**config.mk**
```make
export PLATFORM = sky130hd
export DESIGN_NAME = stack_row_controller_flat
export DESIGN_NICKNAME = d
export VERILOG_FILES = /design/src/rtl/stack_row_controller_if.sv /design/src/rtl/stack_row_controller.sv /design/src/flat_wrapper.sv
export SDC_FILE = /design/constraint.sdc
export NUM_CORES = 1
export LEC_CHECK = 0
export BUFFER_PORTS_ARGS = -buffer_cell sky130_fd_sc_hd__buf_4
export CORE_ASPECT_RATIO = 1.75
export CORE_MARGIN = 2
export CORE_UTILIZATION = 52
export CTS_BUF_LIST = sky130_fd_sc_hd__clkbuf_4 sky130_fd_sc_hd__clkbuf_8 sky130_fd_sc_hd__clkbuf_16
export CTS_CLUSTER_SIZE = 20
export DETAILED_ROUTE_END_ITERATION = 12
export PLACE_DENSITY = 0.76
export SLEW_MARGIN = 20
export SYNTH_ARGS = -nofsm -noshare
export SYNTH_HDL_FRONTEND = slang
export SYNTH_SLANG_ARGS = --single-unit
```
**constraint.sdc**
```tcl
create_clock -name clk -period 3 [get_ports clk]
set_input_delay 0.6 -clock clk [delete_from_list [all_inputs] [get_ports clk]]
set_output_delay 0.6 -clock clk [all_outputs]
set_load 0.05 [all_outputs]
```
**src/rtl/stack_row_controller_if.sv**
```systemverilog
// stack_row_controller_if: handshake and status bundle between the row controller and its neighbours.
interface stack_row_controller_if #(
  parameter int COLS = 10,
  parameter int ROWS = 12
);
  logic                    enable_frame;
  logic                    start;
  logic                    place;
  logic [31:0]             speed_count;
  logic                    counter_enable;
  logic [COLS-1:0]         row_mask;
  logic [$clog2(ROWS)-1:0] row_index;
  logic [COLS-1:0]         locked_mask;
  logic [$clog2(ROWS)-1:0] locked_row;
  logic                    wr_en;
  logic                    game_over;
  logic                    win;
  modport master (
    output enable_frame, start, place,
    input  speed_count, counter_enable, row_mask, row_index,
           locked_mask, locked_row, wr_en, game_over, win
  );
  modport slave (
    input  enable_frame, start, place,
    output speed_count, counter_enable, row_mask, row_index,
           locked_mask, locked_row, wr_en, game_over, win
  );
endinterface

```
**src/rtl/stack_row_controller.sv**
```systemverilog
// stack_row_controller: slides the active segment across a row, locks it against the row below and speeds up play.
module stack_row_controller #(
  parameter int          COLS        = 10,
  parameter int          ROWS        = 12,
  parameter int          INIT_WIDTH  = 3,
  parameter logic [31:0] START_SPEED = 32'd833332,
  parameter logic [31:0] SPEED_STEP  = 32'd50000,
  parameter logic [31:0] MIN_SPEED   = 32'd100000
) (
  input  logic                         clk,
  input  logic                         resetn,
  stack_row_controller_if.slave        bus
);
  localparam int PW = $clog2(COLS);
  localparam int WW = $clog2(COLS + 1);
  localparam int RW = $clog2(ROWS);
  typedef enum logic [2:0] {S_IDLE, S_MOVE, S_LOCK, S_OVER, S_WIN} state_t;
  state_t          r_state;
  logic [PW-1:0]   r_pos;
  logic [WW-1:0]   r_width;
  logic            r_dir;
  logic [COLS-1:0] r_prev_mask;
  logic            r_place_d;
  logic [RW-1:0]   r_row;
  logic [COLS-1:0] r_locked_mask;
  logic [RW-1:0]   r_locked_row;
  logic [31:0]     r_speed;
  logic            r_wr_en;
  logic            r_cen;
  logic            r_game_over;
  logic            r_win;
  logic [COLS-1:0] w_ones;
  logic [COLS-1:0] w_row_mask;
  logic            w_edge;
  logic            w_at_right;
  logic            w_last;
  logic [WW-1:0]   w_pop;
  logic [32:0]     w_floor;
  logic [31:0]     w_next_speed;
  always_comb begin
    w_ones       = {COLS{1'b1}} >> (COLS - int'(r_width));
    w_row_mask   = (r_state == S_MOVE || r_state == S_LOCK) ? (w_ones << r_pos) : '0;
    w_edge       = bus.place & ~r_place_d;
    w_at_right   = (int'(r_pos) + int'(r_width)) == COLS;
    w_last       = int'(r_row) == ROWS - 1;
    w_pop        = '0;
    for (int i = 0; i < COLS; i++) w_pop = w_pop + WW'(r_locked_mask[i]);
    // compare in 33 bits so the floor test cannot underflow
    w_floor      = {1'b0, MIN_SPEED} + {1'b0, SPEED_STEP};
    w_next_speed = ({1'b0, r_speed} >= w_floor) ? r_speed - SPEED_STEP : MIN_SPEED;
  end
  always_ff @(posedge clk or negedge resetn) begin
    if (!resetn) begin
      r_state       <= S_IDLE;
      r_pos         <= '0;
      r_width       <= WW'(INIT_WIDTH);
      r_dir         <= 1'b0;
      r_prev_mask   <= '1;
      r_place_d     <= 1'b0;
      r_row         <= '0;
      r_locked_mask <= '0;
      r_locked_row  <= '0;
      r_speed       <= START_SPEED;
      r_wr_en       <= 1'b0;
      r_cen         <= 1'b0;
      r_game_over   <= 1'b0;
      r_win         <= 1'b0;
    end else begin
      r_place_d <= bus.place;
      case (r_state)
        S_MOVE: begin
          if (w_edge) begin
            r_locked_mask <= w_row_mask & r_prev_mask;
            r_locked_row  <= r_row;
            r_wr_en       <= 1'b1;
            r_cen         <= 1'b0;
            r_state       <= S_LOCK;
          end else if (bus.enable_frame) begin
            if (!r_dir) begin
              r_dir <= w_at_right;
              r_pos <= w_at_right ? r_pos - 1'b1 : r_pos + 1'b1;
            end else begin
              r_dir <= r_pos != '0;
              r_pos <= (r_pos == '0) ? PW'(1) : r_pos - 1'b1;
            end
          end
        end
        S_LOCK: begin
          r_wr_en <= 1'b0;
          if (r_locked_mask == '0) begin
            r_game_over <= 1'b1;
            r_state     <= S_OVER;
          end else if (w_last) begin
            r_win   <= 1'b1;
            r_state <= S_WIN;
          end else begin
            r_row       <= r_row + 1'b1;
            r_pos       <= '0;
            r_dir       <= 1'b0;
            r_width     <= w_pop;
            r_prev_mask <= r_locked_mask;
            r_speed     <= w_next_speed;
            r_cen       <= 1'b1;
            r_state     <= S_MOVE;
          end
        end
        default: begin
          if (bus.start) begin
            r_pos       <= '0;
            r_width     <= WW'(INIT_WIDTH);
            r_dir       <= 1'b0;
            r_row       <= '0;
            r_prev_mask <= '1;
            r_speed     <= START_SPEED;
            r_game_over <= 1'b0;
            r_win       <= 1'b0;
            r_cen       <= 1'b1;
            r_state     <= S_MOVE;
          end
        end
      endcase
    end
  end
  assign bus.speed_count    = r_speed;
  assign bus.counter_enable = r_cen;
  assign bus.row_mask       = w_row_mask;
  assign bus.row_index      = r_row;
  assign bus.locked_mask    = r_locked_mask;
  assign bus.locked_row     = r_locked_row;
  assign bus.wr_en          = r_wr_en;
  assign bus.game_over      = r_game_over;
  assign bus.win            = r_win;
endmodule

```
**src/flat_wrapper.sv**
```systemverilog
// flat-port wrapper written by rule: the top's interface ports become plain ports
module stack_row_controller_flat 
#(
  parameter int          COLS        = 10,
  parameter int          ROWS        = 12,
  parameter int          INIT_WIDTH  = 3,
  parameter logic [31:0] START_SPEED = 32'd833332,
  parameter logic [31:0] SPEED_STEP  = 32'd50000,
  parameter logic [31:0] MIN_SPEED   = 32'd100000
)
  (clk, resetn, bus_enable_frame, bus_start, bus_place, bus_speed_count, bus_counter_enable, bus_row_mask, bus_row_index, bus_locked_mask, bus_locked_row, bus_wr_en, bus_game_over, bus_win);
  stack_row_controller_if #(.COLS(COLS), .ROWS(ROWS)) bus_i ();
  input  logic clk;
  input  logic resetn;
  input wire logic [$bits(bus_i.enable_frame)-1:0] bus_enable_frame;
  input wire logic [$bits(bus_i.start)-1:0] bus_start;
  input wire logic [$bits(bus_i.place)-1:0] bus_place;
  output wire logic [$bits(bus_i.speed_count)-1:0] bus_speed_count;
  output wire logic [$bits(bus_i.counter_enable)-1:0] bus_counter_enable;
  output wire logic [$bits(bus_i.row_mask)-1:0] bus_row_mask;
  output wire logic [$bits(bus_i.row_index)-1:0] bus_row_index;
  output wire logic [$bits(bus_i.locked_mask)-1:0] bus_locked_mask;
  output wire logic [$bits(bus_i.locked_row)-1:0] bus_locked_row;
  output wire logic [$bits(bus_i.wr_en)-1:0] bus_wr_en;
  output wire logic [$bits(bus_i.game_over)-1:0] bus_game_over;
  output wire logic [$bits(bus_i.win)-1:0] bus_win;
  assign bus_i.enable_frame = bus_enable_frame;
  assign bus_i.start = bus_start;
  assign bus_i.place = bus_place;
  assign bus_speed_count = bus_i.speed_count;
  assign bus_counter_enable = bus_i.counter_enable;
  assign bus_row_mask = bus_i.row_mask;
  assign bus_row_index = bus_i.row_index;
  assign bus_locked_mask = bus_i.locked_mask;
  assign bus_locked_row = bus_i.locked_row;
  assign bus_wr_en = bus_i.wr_en;
  assign bus_game_over = bus_i.game_over;
  assign bus_win = bus_i.win;
  stack_row_controller #(.COLS(COLS), .ROWS(ROWS), .INIT_WIDTH(INIT_WIDTH), .START_SPEED(START_SPEED), .SPEED_STEP(SPEED_STEP), .MIN_SPEED(MIN_SPEED)) u_core (.clk(clk), .resetn(resetn), .bus(bus_i));
endmodule
```
==> impl_results.md <==
* Initial DRC Count at between 200 and 300
* Worst slack, placed at -0.317 ns
* Adder-Cell Fraction of Synth Area at 7.14%
* Via Count at between 4000 and 5000
* Vias/cell at approximately 6.0
* Core Box Area at 8980 µm²
* Num Clock Sinks at 74
* GPL Wtd Cong at roughly 0.99
* Area leader, netlist: dfrtp_1
* Buf/Inv on CP at 2
* WHS Endpoint: u_core.r_place_d$_DFF_PN0_
* Routed length on met3 at roughly 500 µm
* Area grow syn2layout at 29.4%
* WHS at between 0.4 and 0.5 ns
* Max Freq at roughly 300 MHz
* # diodes at 0
* Internal reg-to-reg setup slack at -0.28 ns
* Primary FF master, synth: dfrtp_1
* Delay-heaviest family, CP: adder cells
* Skew-Pair Late Insertion Delay at 0.33 ns
* Synth Area in XOR/XNOR at approximately 2.6%
* Slew Limit Headroom at 39.5%
* Hold Vio Cnt, Final at 0
* Top Ports at a little under 70
* Mux cell area share after synthesis at under 10%
* Die Ht at roughly 130 µm
* Hold Buf Count CTS at 0
* Sequential share of the synthesized area at 39.4%
* Final instance area at a little over 6000 µm²
* Share of cells above drive strength 1 at between 30% and 40%
* DR top layer: met4
* CP dominant cell by count: fa_1
* Drt drc at 0
* Crit path largest cell delay at ~0.52 ns
* Hold_sp: bus_place
* Critical R2R Capture: u_core.r_width[2]$_DFFE_PN0P_
* Chip width at about 76 µm
* Post-DP HPWL at about 9.5 mm
* Compound-Gate Fraction of Synth Area at 22.3%
* Vias in the first global route at 4537
* Initial antenna violation count at 0
* CP Max Fanout at 2
* CTS clk-pin slew, worst paths at roughly 0.06 ns
* Final Cycle Share at 109%
* Tot GR Track Use at 28.0%
* Status: finished, violations left
* Worst Setup End Kind: register
* # rows at 46
* Largest family of logic cells by synthesized area: compound AO/OA/AOI/OAI gates
* Initial Utilization at between 50% and 60%
* Clock buffer depth at 2
* Critical path class: reg2reg
* Post-synth design cell area at ~4800 µm²
* Simple-Gate Fraction of Synth Area at 21.3%
* Die area at 9980 µm²
* Pins Over Slew Limit at 0
* Final wirelength at 13.9 mm
* Async set-reset flop share out of synthesis at 100%
* Cell Area, Placed at 5520 µm²
* Wire length on met1 at between 5 and 6 mm
* RSZ-0062 raised after global routing: true
* Final setup margin at -0.279 ns
* Yosys cell types at 76
* Root Driver: clkbuf_16
* First-pass DRT Iterations at 5
* First-pass GRT wire length at 22.1 mm
* R2R Path Start: u_core.bus.locked_mask[0]$_DFFE_PN0P_
* WHS Path Cells at 1
* TritonCTS clock tree: done
* Post-Synthesis Cells at approximately 540
* Crit-path cells: inv_2 > ha_4 > inv_2 > fa_1 > fa_1 > fa_1 > fa_2 > fa_2 > xnor2_1 > o31ai_1
* Actual slew at the worst max-slew pin at 0.907 ns
* Number of flops mapped to enable cells by yosys at 0
* Met2 WL at approximately 7.6 mm
* Failing checks: negative setup slack
* Worst path arrival time at around 3.5 ns
* WL per Instance at about 18 µm
* Slowest-stage cell, CP: fa_1
* Layout Nets at 660
* Flops & latches, synth at 74
* Worst reg2reg path depth at 10
* Largest net degree at the start of global routing at 75
* H-Tree Depth at 3
* Clk_skew at roughly 0.0068 ns
* Syn_area_per_cell at 8.81 µm²
* Hold/Removal Path Class: in2reg
* Top-area cell type share of the netlist area at between 20% and 30%
* Tmin final at between 3 and 4 ns
* Warnings from Yosys at 0
* Max Cap Viol at 0
* Synth top area cells: dfrtp_1 27%, dfstp_2 13%, nor2_1 5.1%
* Port bufs at 65
* Worst Path Required at around 3.2 ns
* Antenna viol nets, final at 0
* Total grt overflow at 0
* Worst Setup Start Kind: register
* Setup-failing EPs final at 10
* Num CTS Buffers at 9
==> area by class of cell <==
cell class | count | area (µm²)
multi-input cells | 402 | 2820
fillers | 735 | 2810
flip-flops and latches | 74 | 1880
repair buffers | 115 | 901
clock buffers | 11 | 253
well taps | 120 | 150
inverters | 30 | 113
clock inverters | 5 | 52.6
==> metal layers <==
| metal | GRT usage (%) | vias to the layer above |
|---|---|---|
| li1 | - | 2133 |
| met1 | 29.1 | 2227 |
| met2 | 53.2 | 161 |
| met3 | 3.64 | 52 |
| met4 | 17.4 | 0 |
| met5 | 0 | - |
==> state kept, by name, summed over array words and instances (netlist names) <==
name                       count
u_core.bus.game_over           1
u_core.bus.locked_mask        10
u_core.r_place_d               1
u_core.bus.row_index           4
u_core.bus.counter_enable      1
u_core.r_state                 3
u_core.r_prev_mask            10
u_core.bus.speed_count        29
u_core.bus.locked_row          4
u_core.r_width                 4
u_core.bus.win                 1
u_core.r_pos                   4
u_core.r_dir                   1
u_core.bus.wr_en               1
==> what timing repair did <==
action / 4_1_cts / 5_1_grt
resized for setup: 29 / 13
setup endpoints to repair: 10 / 12
setup buffers: 12 / 7
pin swaps: 10 / 7
==> worst max path at each step <==
stage | start | end | slack [ns] | depth (start not counted)
3_3_place_gp | u_core.bus.locked_mask[0]$_DFFE_PN0P_ | u_core.r_width[2]$_DFFE_PN0P_ | -0.21 | 10
2_1_floorplan | u_core.bus.locked_mask[0]$_DFFE_PN0P_ | u_core.r_width[2]$_DFFE_PN0P_ | -0.38 | 10
4_1_cts | u_core.bus.locked_mask[0]$_DFFE_PN0P_ | u_core.r_width[2]$_DFFE_PN0P_ | -0.26 | 10
3_5_place_dp | u_core.bus.locked_mask[0]$_DFFE_PN0P_ | u_core.r_width[2]$_DFFE_PN0P_ | -0.32 | 10
6_report | u_core.bus.locked_mask[0]$_DFFE_PN0P_ | u_core.r_width[2]$_DFFE_PN0P_ | -0.28 | 10
5_1_grt | u_core.bus.locked_mask[0]$_DFFE_PN0P_ | u_core.r_width[2]$_DFFE_PN0P_ | -0.41 | 10
==> kinds of logic after synthesis <==
logic type                 count (synthesis)
DFF                                       74
and+or+nand+nor                          203
AOI/OAI and AO/OA                        154
xor gates and xnor gates                  14
buffers and inverters                     67
adders and majority gates                 23
other                                      1
muxes                                      5
==> placed cells by master, fill, tap and decap left out, types with 20 or more instances in the layout <==
cell,n
a31oi_1,20
o21ai_0,28
buf_4,105
inv_1,25
a21oi_1,21
nor2_1,62
nand2_1,45
dfrtp_1,49
dfstp_2,23
==> cells in the mapped netlist (5+ instances only) <==
cell type  number
inv_1          28
nor2b_1         7
xor2_1          9
dfstp_2        23
fa_1            7
buf_2           6
a31o_2          8
nor2_1         65
clkbuf_1       22
nor3_1         12
a31oi_1        20
nand3_1        14
nand4_1         9
nand2_1        45
dfrtp_1        51
o22ai_1        10
xnor2_1         5
a211oi_1        5
o21ai_0        30
nand2b_1       11
o31ai_1         7
or4_1           5
a21oi_1        24
ha_1           16
==> through the flow <==
| step | TNS [ns] | utilization, % | cells |
|---|---|---|---|
| 3_5_place_dp | -0.531 | 61.5 | 722 |
| 3_3_place_gp | -0.276 | 61.5 | 722 |
| 6_report | -1.33 | 68.7 | 757 |
| 5_1_grt | -2.23 | 68.7 | 757 |
| 2_1_floorplan | -0.805 | - | 543 |
| 4_1_cts | -0.584 | 67.3 | 750 |
Power is left out: the tool's default activity adds up to more than one toggle a clock period on the data nets, which glitch-free logic cannot reach.
